`src/rtl/m_axi_pkg.sv`:
```
// Shared AXI encodings, FSM state codes and helpers
// for the AXI read splitter.
package m_axi_pkg;

    localparam logic [1:0] AXI_BURST_INCR = 2'b01;

    localparam logic [1:0] AXI_RESP_OKAY   = 2'b00;
    localparam logic [1:0] AXI_RESP_SLVERR = 2'b10;

    localparam int AXI_4KB = 4096;

    localparam logic [3:0] AXI_CACHE_MOD = 4'b0010;

    localparam logic [1:0] ST_IDLE = 2'd0;
    localparam logic [1:0] ST_RUN  = 2'd1;
    localparam logic [1:0] ST_DONE = 2'd2;

    function automatic int clog2(input int v);
        int r;
        r = 0;
        for (int i = 0; i < 31; i++) begin
            if ((1 << i) < v) r = i + 1;
        end
        return r;
    endfunction

endpackage

```
`src/rtl/m_axi_rd_split_if.sv`:
```
// AXI4 read address and read data channels
// bundled for the splitter and its slave.
interface m_axi_rd_split_if #(
    parameter int ID_W   = 1,
    parameter int ADDR_W = 32,
    parameter int DATA_W = 32,
    parameter int USER_W = 1
);
    logic [ID_W-1:0]   arid;
    logic [ADDR_W-1:0] araddr;
    logic [7:0]        arlen;
    logic [2:0]        arsize;
    logic [1:0]        arburst;
    logic              arlock;
    logic [3:0]        arcache;
    logic [2:0]        arprot;
    logic [3:0]        arqos;
    logic [USER_W-1:0] aruser;
    logic              arvalid;
    logic              arready;

    logic [ID_W-1:0]   rid;
    logic [DATA_W-1:0] rdata;
    logic [1:0]        rresp;
    logic              rlast;
    logic              rvalid;
    logic              rready;

    modport master (
        output arid, araddr, arlen, arsize,
        output arburst, arlock, arcache,
        output arprot, arqos, aruser, arvalid,
        input  arready,
        input  rid, rdata, rresp, rlast, rvalid,
        output rready
    );

    modport slave (
        input  arid, araddr, arlen, arsize,
        input  arburst, arlock, arcache,
        input  arprot, arqos, aruser, arvalid,
        output arready,
        output rid, rdata, rresp, rlast, rvalid,
        input  rready
    );

endinterface

```
`src/rtl/axi_len_fifo.sv`:
```
// Small synchronous FIFO holding the beat count
// of each issued burst until its rlast arrives.
module axi_len_fifo
    import m_axi_pkg::*;
#(
    parameter int DEPTH = 4,
    parameter int WIDTH = 9
) (
    input  logic             clk,
    input  logic             rst,
    input  logic             push_i,
    input  logic [WIDTH-1:0] din_i,
    input  logic             pop_i,
    output logic [WIDTH-1:0] dout_o,
    output logic             full_o,
    output logic             empty_o
);

    localparam int PW = (DEPTH > 1) ? clog2(DEPTH) : 1;
    localparam int CW = clog2(DEPTH + 1);

    logic [WIDTH-1:0] mem_q [DEPTH];
    logic [PW-1:0]    wr_q, wr_d;
    logic [PW-1:0]    rd_q, rd_d;
    logic [CW-1:0]    cnt_q, cnt_d;
    logic             do_push;
    logic             do_pop;

    assign full_o  = (cnt_q == CW'(DEPTH));
    assign empty_o = (cnt_q == '0);
    assign dout_o  = mem_q[rd_q];

    assign do_push = push_i & ~full_o;
    assign do_pop  = pop_i & ~empty_o;

    always_comb begin
        wr_d  = wr_q;
        rd_d  = rd_q;
        cnt_d = cnt_q;
        if (do_push) begin
            wr_d = (wr_q == PW'(DEPTH - 1)) ? '0 : wr_q + 1'b1;
        end
        if (do_pop) begin
            rd_d = (rd_q == PW'(DEPTH - 1)) ? '0 : rd_q + 1'b1;
        end
        unique case ({do_push, do_pop})
            2'b10:   cnt_d = cnt_q + 1'b1;
            2'b01:   cnt_d = cnt_q - 1'b1;
            default: cnt_d = cnt_q;
        endcase
    end

    always_ff @(posedge clk) begin
        if (rst) begin
            wr_q  <= '0;
            rd_q  <= '0;
            cnt_q <= '0;
        end else begin
            wr_q  <= wr_d;
            rd_q  <= rd_d;
            cnt_q <= cnt_d;
        end
    end

    always_ff @(posedge clk) begin
        if (do_push) mem_q[wr_q] <= din_i;
    end

endmodule

```
`src/rtl/m_axi_rd_split.sv`:
```
// AXI4 read master: splits one user read into INCR
// bursts and streams the returned beats straight out.
module m_axi_rd_split
    import m_axi_pkg::*;
#(
    parameter int C_M_AXI_ID_WIDTH     = 1,
    parameter int C_M_AXI_ADDR_WIDTH   = 32,
    parameter int C_M_AXI_DATA_WIDTH   = 32,
    parameter int C_M_AXI_ARUSER_WIDTH = 1,
    parameter int MAX_BURST_LEN        = 16,
    parameter int MAX_OUTSTANDING      = 4,
    parameter int LEN_WIDTH            = 16
) (
    input  logic                          clk,
    input  logic                          rst,
    input  logic                          rd_start,
    input  logic [C_M_AXI_ADDR_WIDTH-1:0] rd_addr,
    input  logic [LEN_WIDTH-1:0]          rd_len,
    output logic [C_M_AXI_DATA_WIDTH-1:0] rd_data,
    output logic                          rd_vld,
    input  logic                          rd_ready,
    output logic                          rd_busy,
    output logic                          rd_done,
    output logic                          rd_err,
    m_axi_rd_split_if.master              m_axi
);

    localparam int AW   = C_M_AXI_ADDR_WIDTH;
    localparam int SIZE = clog2(C_M_AXI_DATA_WIDTH / 8);
    localparam int OW   = clog2(MAX_OUTSTANDING + 1);

    localparam logic [AW-1:0] ALIGN = AW'((1 << SIZE) - 1);

    logic [1:0]           state_q, state_d;
    logic [AW-1:0]        addr_q, addr_d;
    logic [AW-1:0]        araddr_q, araddr_d;
    logic [7:0]           arlen_q, arlen_d;
    logic [8:0]           arbeats_q, arbeats_d;
    logic                 arvalid_q, arvalid_d;
    logic [LEN_WIDTH-1:0] total_q, total_d;
    logic [LEN_WIDTH-1:0] issue_q, issue_d;
    logic [LEN_WIDTH-1:0] rcv_q, rcv_d;
    logic [8:0]           bcnt_q, bcnt_d;
    logic [OW-1:0]        outst_q, outst_d;
    logic                 err_q, err_d;

    logic       run;
    logic       rready_w;
    logic       ar_hs;
    logic       r_hs;
    logic       last_hs;
    logic       can_issue;
    logic [8:0] rem_sat;
    logic [12:0] to4k;
    logic [8:0] beats;
    logic [8:0] bcnt_inc;
    logic       len_err;
    logic       resp_err;
    logic [8:0] fifo_head;
    logic       fifo_full;
    logic       fifo_empty;

    assign run      = (state_q == ST_RUN);
    assign rready_w = rd_ready & run;
    assign ar_hs    = arvalid_q & m_axi.arready;
    assign r_hs     = m_axi.rvalid & rready_w;
    assign last_hs  = r_hs & m_axi.rlast;

    // Burst size is capped by the remaining count, the burst
    // limit and the distance to the next 4 KB page.
    always_comb begin
        if (32'(issue_q) > 32'(MAX_BURST_LEN)) begin
            rem_sat = 9'(MAX_BURST_LEN);
        end else begin
            rem_sat = 9'(issue_q);
        end
        to4k = (13'(AXI_4KB) - {1'b0, addr_q[11:0]}) >> SIZE;
        if (32'(to4k) < 32'(rem_sat)) begin
            beats = 9'(to4k);
        end else begin
            beats = rem_sat;
        end
    end

    assign can_issue = run & ~arvalid_q & ~fifo_full
                     & (issue_q != '0)
                     & (32'(outst_q) < 32'(MAX_OUTSTANDING));

    assign bcnt_inc = bcnt_q + 9'd1;

    always_comb begin
        len_err = 1'b0;
        if (last_hs) begin
            len_err = fifo_empty | (bcnt_inc != fifo_head);
        end else if (r_hs && !fifo_empty) begin
            len_err = (bcnt_inc >= fifo_head);
        end
    end

    assign resp_err = r_hs & ((m_axi.rresp != AXI_RESP_OKAY)
                            | (m_axi.rid != '0));

    always_comb begin
        state_d   = state_q;
        addr_d    = addr_q;
        araddr_d  = araddr_q;
        arlen_d   = arlen_q;
        arbeats_d = arbeats_q;
        arvalid_d = arvalid_q;
        total_d   = total_q;
        issue_d   = issue_q;
        rcv_d     = rcv_q;
        bcnt_d    = bcnt_q;
        outst_d   = outst_q;
        err_d     = err_q;

        unique case (state_q)
            ST_IDLE: begin
                if (rd_start) begin
                    err_d   = 1'b0;
                    total_d = rd_len;
                    issue_d = rd_len;
                    rcv_d   = '0;
                    bcnt_d  = '0;
                    addr_d  = rd_addr & ~ALIGN;
                    state_d = (rd_len == '0) ? ST_DONE : ST_RUN;
                end
            end
            ST_RUN: begin
                if (r_hs && (rcv_q + LEN_WIDTH'(1) == total_q)) begin
                    state_d = ST_DONE;
                end
            end
            ST_DONE: state_d = ST_IDLE;
            default: state_d = ST_IDLE;
        endcase

        if (can_issue) begin
            arvalid_d = 1'b1;
            araddr_d  = addr_q;
            arlen_d   = 8'(beats - 9'd1);
            arbeats_d = beats;
        end

        if (ar_hs) begin
            arvalid_d = 1'b0;
            addr_d    = addr_q + (AW'(arbeats_q) << SIZE);
            issue_d   = issue_q - LEN_WIDTH'(arbeats_q);
        end

        if (r_hs) begin
            rcv_d  = rcv_q + LEN_WIDTH'(1);
            bcnt_d = m_axi.rlast ? 9'd0 : bcnt_inc;
            err_d  = err_q | len_err | resp_err;
        end

        unique case ({ar_hs, last_hs})
            2'b10:   outst_d = outst_q + 1'b1;
            2'b01:   outst_d = outst_q - 1'b1;
            default: outst_d = outst_q;
        endcase
    end

    always_ff @(posedge clk) begin
        if (rst) begin
            state_q   <= ST_IDLE;
            addr_q    <= '0;
            araddr_q  <= '0;
            arlen_q   <= '0;
            arbeats_q <= '0;
            arvalid_q <= 1'b0;
            total_q   <= '0;
            issue_q   <= '0;
            rcv_q     <= '0;
            bcnt_q    <= '0;
            outst_q   <= '0;
            err_q     <= 1'b0;
        end else begin
            state_q   <= state_d;
            addr_q    <= addr_d;
            araddr_q  <= araddr_d;
            arlen_q   <= arlen_d;
            arbeats_q <= arbeats_d;
            arvalid_q <= arvalid_d;
            total_q   <= total_d;
            issue_q   <= issue_d;
            rcv_q     <= rcv_d;
            bcnt_q    <= bcnt_d;
            outst_q   <= outst_d;
            err_q     <= err_d;
        end
    end

    axi_len_fifo #(
        .DEPTH (MAX_OUTSTANDING),
        .WIDTH (9)
    ) u_len_fifo (
        .clk     (clk),
        .rst     (rst),
        .push_i  (ar_hs),
        .din_i   (arbeats_q),
        .pop_i   (last_hs),
        .dout_o  (fifo_head),
        .full_o  (fifo_full),
        .empty_o (fifo_empty)
    );

    assign m_axi.arid    = {C_M_AXI_ID_WIDTH{1'b0}};
    assign m_axi.araddr  = araddr_q;
    assign m_axi.arlen   = arlen_q;
    assign m_axi.arsize  = 3'(SIZE);
    assign m_axi.arburst = AXI_BURST_INCR;
    assign m_axi.arlock  = 1'b0;
    assign m_axi.arcache = AXI_CACHE_MOD;
    assign m_axi.arprot  = 3'd0;
    assign m_axi.arqos   = 4'd0;
    assign m_axi.aruser  = {C_M_AXI_ARUSER_WIDTH{1'b0}};
    assign m_axi.arvalid = arvalid_q;
    assign m_axi.rready  = rready_w;

    assign rd_data = m_axi.rdata;
    assign rd_vld  = m_axi.rvalid & run;
    assign rd_busy = (state_q != ST_IDLE);
    assign rd_done = (state_q == ST_DONE);
    assign rd_err  = err_q;

endmodule

```
`src/flat_wrapper.sv`:
```
// flat-port wrapper written by rule: the top's interface ports become plain ports
module m_axi_rd_split_flat import m_axi_pkg::*;
#(
    parameter int C_M_AXI_ID_WIDTH     = 1,
    parameter int C_M_AXI_ADDR_WIDTH   = 32,
    parameter int C_M_AXI_DATA_WIDTH   = 32,
    parameter int C_M_AXI_ARUSER_WIDTH = 1,
    parameter int MAX_BURST_LEN        = 16,
    parameter int MAX_OUTSTANDING      = 4,
    parameter int LEN_WIDTH            = 16
)
  (clk, rst, rd_start, rd_addr, rd_len, rd_data, rd_vld, rd_ready, rd_busy, rd_done, rd_err, m_axi_arid, m_axi_araddr, m_axi_arlen, m_axi_arsize, m_axi_arburst, m_axi_arlock, m_axi_arcache, m_axi_arprot, m_axi_arqos, m_axi_aruser, m_axi_arvalid, m_axi_arready, m_axi_rid, m_axi_rdata, m_axi_rresp, m_axi_rlast, m_axi_rvalid, m_axi_rready);
  m_axi_rd_split_if #(.ID_W(1), .ADDR_W((32)), .DATA_W((32)), .USER_W(1)) m_axi_i ();
  input  logic clk;
  input  logic rst;
  input  logic rd_start;
  input  logic [C_M_AXI_ADDR_WIDTH-1:0] rd_addr;
  input  logic [LEN_WIDTH-1:0] rd_len;
  output logic [C_M_AXI_DATA_WIDTH-1:0] rd_data;
  output logic rd_vld;
  input  logic rd_ready;
  output logic rd_busy;
  output logic rd_done;
  output logic rd_err;
  output wire logic [$bits(m_axi_i.arid)-1:0] m_axi_arid;
  output wire logic [$bits(m_axi_i.araddr)-1:0] m_axi_araddr;
  output wire logic [$bits(m_axi_i.arlen)-1:0] m_axi_arlen;
  output wire logic [$bits(m_axi_i.arsize)-1:0] m_axi_arsize;
  output wire logic [$bits(m_axi_i.arburst)-1:0] m_axi_arburst;
  output wire logic [$bits(m_axi_i.arlock)-1:0] m_axi_arlock;
  output wire logic [$bits(m_axi_i.arcache)-1:0] m_axi_arcache;
  output wire logic [$bits(m_axi_i.arprot)-1:0] m_axi_arprot;
  output wire logic [$bits(m_axi_i.arqos)-1:0] m_axi_arqos;
  output wire logic [$bits(m_axi_i.aruser)-1:0] m_axi_aruser;
  output wire logic [$bits(m_axi_i.arvalid)-1:0] m_axi_arvalid;
  input wire logic [$bits(m_axi_i.arready)-1:0] m_axi_arready;
  input wire logic [$bits(m_axi_i.rid)-1:0] m_axi_rid;
  input wire logic [$bits(m_axi_i.rdata)-1:0] m_axi_rdata;
  input wire logic [$bits(m_axi_i.rresp)-1:0] m_axi_rresp;
  input wire logic [$bits(m_axi_i.rlast)-1:0] m_axi_rlast;
  input wire logic [$bits(m_axi_i.rvalid)-1:0] m_axi_rvalid;
  output wire logic [$bits(m_axi_i.rready)-1:0] m_axi_rready;
  assign m_axi_arid = m_axi_i.arid;
  assign m_axi_araddr = m_axi_i.araddr;
  assign m_axi_arlen = m_axi_i.arlen;
  assign m_axi_arsize = m_axi_i.arsize;
  assign m_axi_arburst = m_axi_i.arburst;
  assign m_axi_arlock = m_axi_i.arlock;
  assign m_axi_arcache = m_axi_i.arcache;
  assign m_axi_arprot = m_axi_i.arprot;
  assign m_axi_arqos = m_axi_i.arqos;
  assign m_axi_aruser = m_axi_i.aruser;
  assign m_axi_arvalid = m_axi_i.arvalid;
  assign m_axi_i.arready = m_axi_arready;
  assign m_axi_i.rid = m_axi_rid;
  assign m_axi_i.rdata = m_axi_rdata;
  assign m_axi_i.rresp = m_axi_rresp;
  assign m_axi_i.rlast = m_axi_rlast;
  assign m_axi_i.rvalid = m_axi_rvalid;
  assign m_axi_rready = m_axi_i.rready;
  m_axi_rd_split #(.C_M_AXI_ID_WIDTH(C_M_AXI_ID_WIDTH), .C_M_AXI_ADDR_WIDTH(C_M_AXI_ADDR_WIDTH), .C_M_AXI_DATA_WIDTH(C_M_AXI_DATA_WIDTH), .C_M_AXI_ARUSER_WIDTH(C_M_AXI_ARUSER_WIDTH), .MAX_BURST_LEN(MAX_BURST_LEN), .MAX_OUTSTANDING(MAX_OUTSTANDING), .LEN_WIDTH(LEN_WIDTH)) u_core (.clk(clk), .rst(rst), .rd_start(rd_start), .rd_addr(rd_addr), .rd_len(rd_len), .rd_data(rd_data), .rd_vld(rd_vld), .rd_ready(rd_ready), .rd_busy(rd_busy), .rd_done(rd_done), .rd_err(rd_err), .m_axi(m_axi_i));
endmodule
```
`config.mk`:
```
export PLATFORM = sky130hd
export DESIGN_NAME = m_axi_rd_split_flat
export DESIGN_NICKNAME = d
export VERILOG_FILES = /design/src/rtl/m_axi_pkg.sv /design/src/rtl/m_axi_rd_split_if.sv /design/src/rtl/axi_len_fifo.sv /design/src/rtl/m_axi_rd_split.sv /design/src/flat_wrapper.sv
export SDC_FILE = /design/constraint.sdc
export NUM_CORES = 1
export LEC_CHECK = 0
export CAP_MARGIN = 10
export CORE_MARGIN = 8
export CORE_UTILIZATION = 45
export CTS_CLUSTER_SIZE = 20
export DETAILED_ROUTE_END_ITERATION = 8
export GPL_TIMING_DRIVEN = 0
export PLACE_DENSITY = 0.81
export SKIP_CTS_REPAIR_TIMING = 1
export SLEW_MARGIN = 20
export SYNTH_ARGS = -nofsm -noshare
export SYNTH_HDL_FRONTEND = slang
export SYNTH_SLANG_ARGS = --single-unit
```
`constraint.sdc`:
```
create_clock -name clk -period 4.6 [get_ports clk]
set_input_delay 0.92 -clock clk [delete_from_list [all_inputs] [get_ports clk]]
set_output_delay 0.92 -clock clk [all_outputs]
set_load 0.01 [all_outputs]
```
==> qor.log <==
INFO  floorplan      boundaryPins=187
INFO  floorplan      rows=56
INFO  critical_path  critical_path.endpoint_type=flip-flop
INFO  power_and_ir_drop power_per_cell_area=326mW/mm^2
INFO  critical_path  timing.critical_path.fanout_max=10
INFO  logic_synthesis netlist_instances=1246
INFO  route          drt_iter0_markers=745
INFO  logic_synthesis async_s_r_ff_share_synth=0%
INFO  logic_synthesis syn-mean-instance-area=8.45squm
INFO  power_and_ir_drop p_leak=4.77nW
INFO  finish         stdcell_count=1750
INFO  logic_synthesis synth_largest_area_cell=dfxtp_1
INFO  grt            grt_first_pass_wirelength=51.1mm
INFO  floorplan      fp.dieH=169microns
INFO  route          detail_route.wirelength=32.4mm
INFO  logic_synthesis synth.area.top_cells=dfxtp_1 29%, edfxtp_1 10%, nand2_1 6.9%
INFO  critical_path  timing.critical_path.mode_cell=clkbuf_1
INFO  sta            timing.fmax=246MHz
INFO  worst_hold_path hold_crit_path_type=flip-flop to flip-flop
INFO  clock_tree     max-clock-path-buffers=2
INFO  clock_tree     clock_sink_count=186
INFO  grt            first_global_vias=9831
INFO  clock_tree     cts_root_buffer=clkbuf_16
INFO  logic_synthesis ys.warnings.count=0
INFO  route          via_count=10.0k
INFO  finish         multi_input_area=0.00569sqmm
INFO  finish         fin_util=55.4%
INFO  sta            finalSetupViolations=0
INFO  floorplan      initial_utilization=45.3%
INFO  power_and_ir_drop vdd.ir_drop.worst=0.304mV
INFO  placed_design  dpl-instance-area=0.0123sqmm
INFO  sta            maxSlewHeadroom=27.6%
INFO  critical_path  worst_ep_required_time=4.97ns
INFO  sta            grt_setup_unrepaired=no
INFO  clock_tree     cts-buffers-inserted=17
INFO  route          ant_nets=0
INFO  placed_design  portBuffers=130
INFO  floorplan      area_enclosed_by_the_die_boundary=0.0286sqmm
INFO  logic_synthesis synth-seq-cells=186
INFO  sta            worst_pin_slew=1.08ns
INFO  logic_synthesis synth_top_flop_cell=dfxtp_1
INFO  critical_path  setup.worst_path.start_class=primary input
INFO  critical_path  critical-path-top-delay-family=buffers and inverters
INFO  sta            timing.final.hold_violations=0
INFO  clock_tree     ctsHtreeMaxLevel=4
INFO  flow_run       cap_violations=0
INFO  route          wire_per_inst=18.5microns
INFO  critical_path  crit_path_cell_trace=clkdlybuf4s50_1 -> and2_1 -> inv_1 -> clkbuf_1 -> clkbuf_1 -> clkbuf_1 -> ha_1 -> inv_1 -> fa_1 -> xor2_1 -> or3_1 -> a21oi_1
INFO  finish         sequential_cell_area=0.00408sqmm
INFO  sta            final.min_clock_period=4.07ns
INFO  critical_path  critical_path.max_stage_delay=0.48ns
INFO  grt            global_routing_usage_summed_across_all_routing_layers=22.3%
INFO  clock_tree     clk_transition_reported_paths=0.07ns
INFO  finish         layout-drive-gt1-share=9.36%
INFO  route          drt_drc_violations_left=0
INFO  floorplan      core-area=0.0233sqmm
INFO  logic_synthesis synth_area=0.0105sqmm
INFO  logic_synthesis synth-edff-count=36
INFO  sta            final.period_utilization=88.4%
INFO  critical_path  worst-endpoint-arrival=4.44ns
INFO  placed_design  global_placement_routability_congestion=0.935
INFO  run_status     outcome=complete, no violations
INFO  finish         postLayoutCellArea=0.0129sqmm
INFO  critical_path  path_buf_inv=6
INFO  logic_synthesis synth_largest_type_area_fraction=28.5%
INFO  placed_design  detailed_place_hpwl=24.4mm
INFO  clock_tree     worstSkewPairLatency=0.45ns
INFO  logic_synthesis yosysUniqueCellTypes=72
INFO  sta            report.final.slew_viol_count=0
INFO  critical_path  category_of_the_most_critical_setup_path=primary input to flip-flop
INFO  finish         fin_nets=1559
INFO  floorplan      floorplan.die.width=169microns
INFO  route          drt-pass1-iter-count=6
INFO  grt            gr-total-overflow=0
INFO  critical_path  cell_with_the_largest_stage_delay_on_the_worst_path=clkbuf_1
INFO  clock_tree     cts_tree=built
INFO  grt            antenna_violations_before_repair=0
INFO  finish         filler_cell_count=2148
INFO  sta            tns=0ns
INFO  power_and_ir_drop p_total=4.21mW
INFO  logic_synthesis seq_area_frac_synth=38.8%
INFO  finish         layout-area-overhead-vs-synth=22.4%
INFO  grt            pin_count_of_the_biggest_net_entering_global_routing=18
INFO  finish         antenna-diode-count=0
INFO  route          vias_per_cell=5.73
INFO  critical_path  worst_reg2reg_setup_slack=0.54ns
INFO  sta            worst_skew=0.0108ns
INFO  placed_design  post-place-cells=1718
[per-layer routing]
layer / global-route usage, % / vias up / part of all wire, %
li1: - / 4723 / -
met1: 26.4 / 4736 / 40
met2: 38.2 / 493 / 48
met3: 5.68 / 78 / 9.2
met4: 8.31 / 0 / 2.8
met5: 0 / - / 0
[stage by stage]
stage                     setup slack (ns)  hold WS, ns
after floorplan                       1.16        0.437
after detailed placement             0.151        0.445
after global placement               0.196        0.446
after global routing                 0.207        0.482
after CTS                            0.370        0.460
final                                0.532        0.456
[state kept, by name, summed over array words and instances (netlist names), named ones only]
signal                   flops
u_core.u_len_fifo.cnt_q      3
u_core.m_axi.araddr         30
u_core.rcv_q                16
u_core.issue_q              16
u_core.u_len_fifo.mem_q     36
u_core.bcnt_q                9
u_core.arbeats_q             9
u_core.u_len_fifo.wr_q       2
u_core.rd_err                1
u_core.addr_q               30
u_core.m_axi.arvalid         1
u_core.u_len_fifo.rd_q       2
u_core.m_axi.arlen           8
u_core.state_q               2
u_core.total_q              16
u_core.outst_q               3
[cells in the mapped netlist (3+ instances only)]
| cell type | number |
|---|---|
| o21a_1 | 5 |
| a31oi_1 | 17 |
| mux4_2 | 9 |
| a21oi_1 | 123 |
| nand2b_1 | 10 |
| fa_1 | 4 |
| xnor2_1 | 28 |
| a311oi_1 | 18 |
| nand3b_1 | 16 |
| and2_1 | 13 |
| mux2_2 | 4 |
| and3_1 | 18 |
| clkbuf_1 | 47 |
| a2111oi_0 | 5 |
| dfxtp_1 | 150 |
| or2_2 | 8 |
| o211ai_1 | 9 |
| a21boi_0 | 3 |
| clkbuf_2 | 3 |
| a211oi_1 | 20 |
| or3_1 | 21 |
| nand4_1 | 14 |
| nor4_1 | 17 |
| nand3_1 | 24 |
| ha_1 | 47 |
| nor2b_1 | 9 |
| mux2i_1 | 5 |
| inv_1 | 43 |
| nor3_1 | 17 |
| buf_1 | 8 |
| edfxtp_1 | 36 |
| o21ai_0 | 52 |
| a21o_1 | 9 |
| or4_1 | 12 |
| xor2_1 | 22 |
| buf_4 | 54 |
| a32oi_1 | 3 |
| and4_1 | 8 |
| o311ai_0 | 3 |
| buf_2 | 10 |
| nor2_1 | 86 |
| a22oi_1 | 5 |
| nand2_1 | 193 |
[power by group]
part / total (mW) / internal [mW] / leakage [nW] / switching, mW
combinational: 0.922 / 0.402 / 2.94 / 0.521
sequential: 1.83 / 1.74 / 1.55 / 0.0923
clock: 1.45 / 0.758 / 0.273 / 0.695
total: 4.21 / 2.90 / 4.77 / 1.31
[kinds of logic after synthesis]
logic type | count (synthesis) | share of synthesized area [%]
multiplexers | 18 | 2.83
other | 2 | 0.0713
flip-flops | 186 | 38.8
AND/OR/NAND/NOR | 477 | 22.3
XOR/XNOR | 51 | 4.31
adder cells (fa/ha/maj) | 51 | 6.34
AO/OA/AOI/OAI | 295 | 17.3
buffers and inverters | 166 | 8.07
[worst paths after layout]
path                                              from                     end  cells after the start
worst min register to register  u_core.m_axi.araddr[5]  u_core.m_axi.araddr[5]                      2
worst max-delay path                     m_axi_arready       u_core.outst_q[2]                     12
worst min-delay path            u_core.m_axi.araddr[5]  u_core.m_axi.araddr[5]                      2
worst max register to register      u_core.issue_q[11]   u_core.m_axi.arlen[4]                     16
[cells in the final DEF, fill, tap and decap left out, types with 19 or more instances in the layout]
| cell type | netlist | routed |
|---|---|---|
| a211oi_1 | 20 | 19 |
| clkdlybuf4s50_1 | 0 | 130 |
| inv_1 | 43 | 43 |
| nand3_1 | 24 | 24 |
| o21ai_0 | 52 | 52 |
| a21oi_1 | 123 | 123 |
| ha_1 | 47 | 47 |
| conb_1 | 2 | 25 |
| nand2_1 | 193 | 193 |
| edfxtp_1 | 36 | 36 |
| buf_4 | 54 | 54 |
| or3_1 | 21 | 21 |
| dfxtp_1 | 150 | 150 |
| nor2_1 | 86 | 86 |
| xnor2_1 | 28 | 28 |
| xor2_1 | 22 | 22 |
| clkbuf_1 | 47 | 48 |
[final cells by class]
cell class,count,area share [%]
clock buffer,18,3.33
multi-input combinational,917,44.2
sequential,186,31.7
timing repair buffer,130,10.1
buffer,123,5.34
clock inverter,14,1.05
tap,319,3.10
inverter,43,1.25
[worst min-delay path: cells and delay by family, from the launching register on]
family             cells  cell delay (ns)
AOI/OAI and AO/OA      1             0.05
DFF                    1             0.31
and+or+nand+nor        1             0.05
Power figures use the tool's default switching activity.
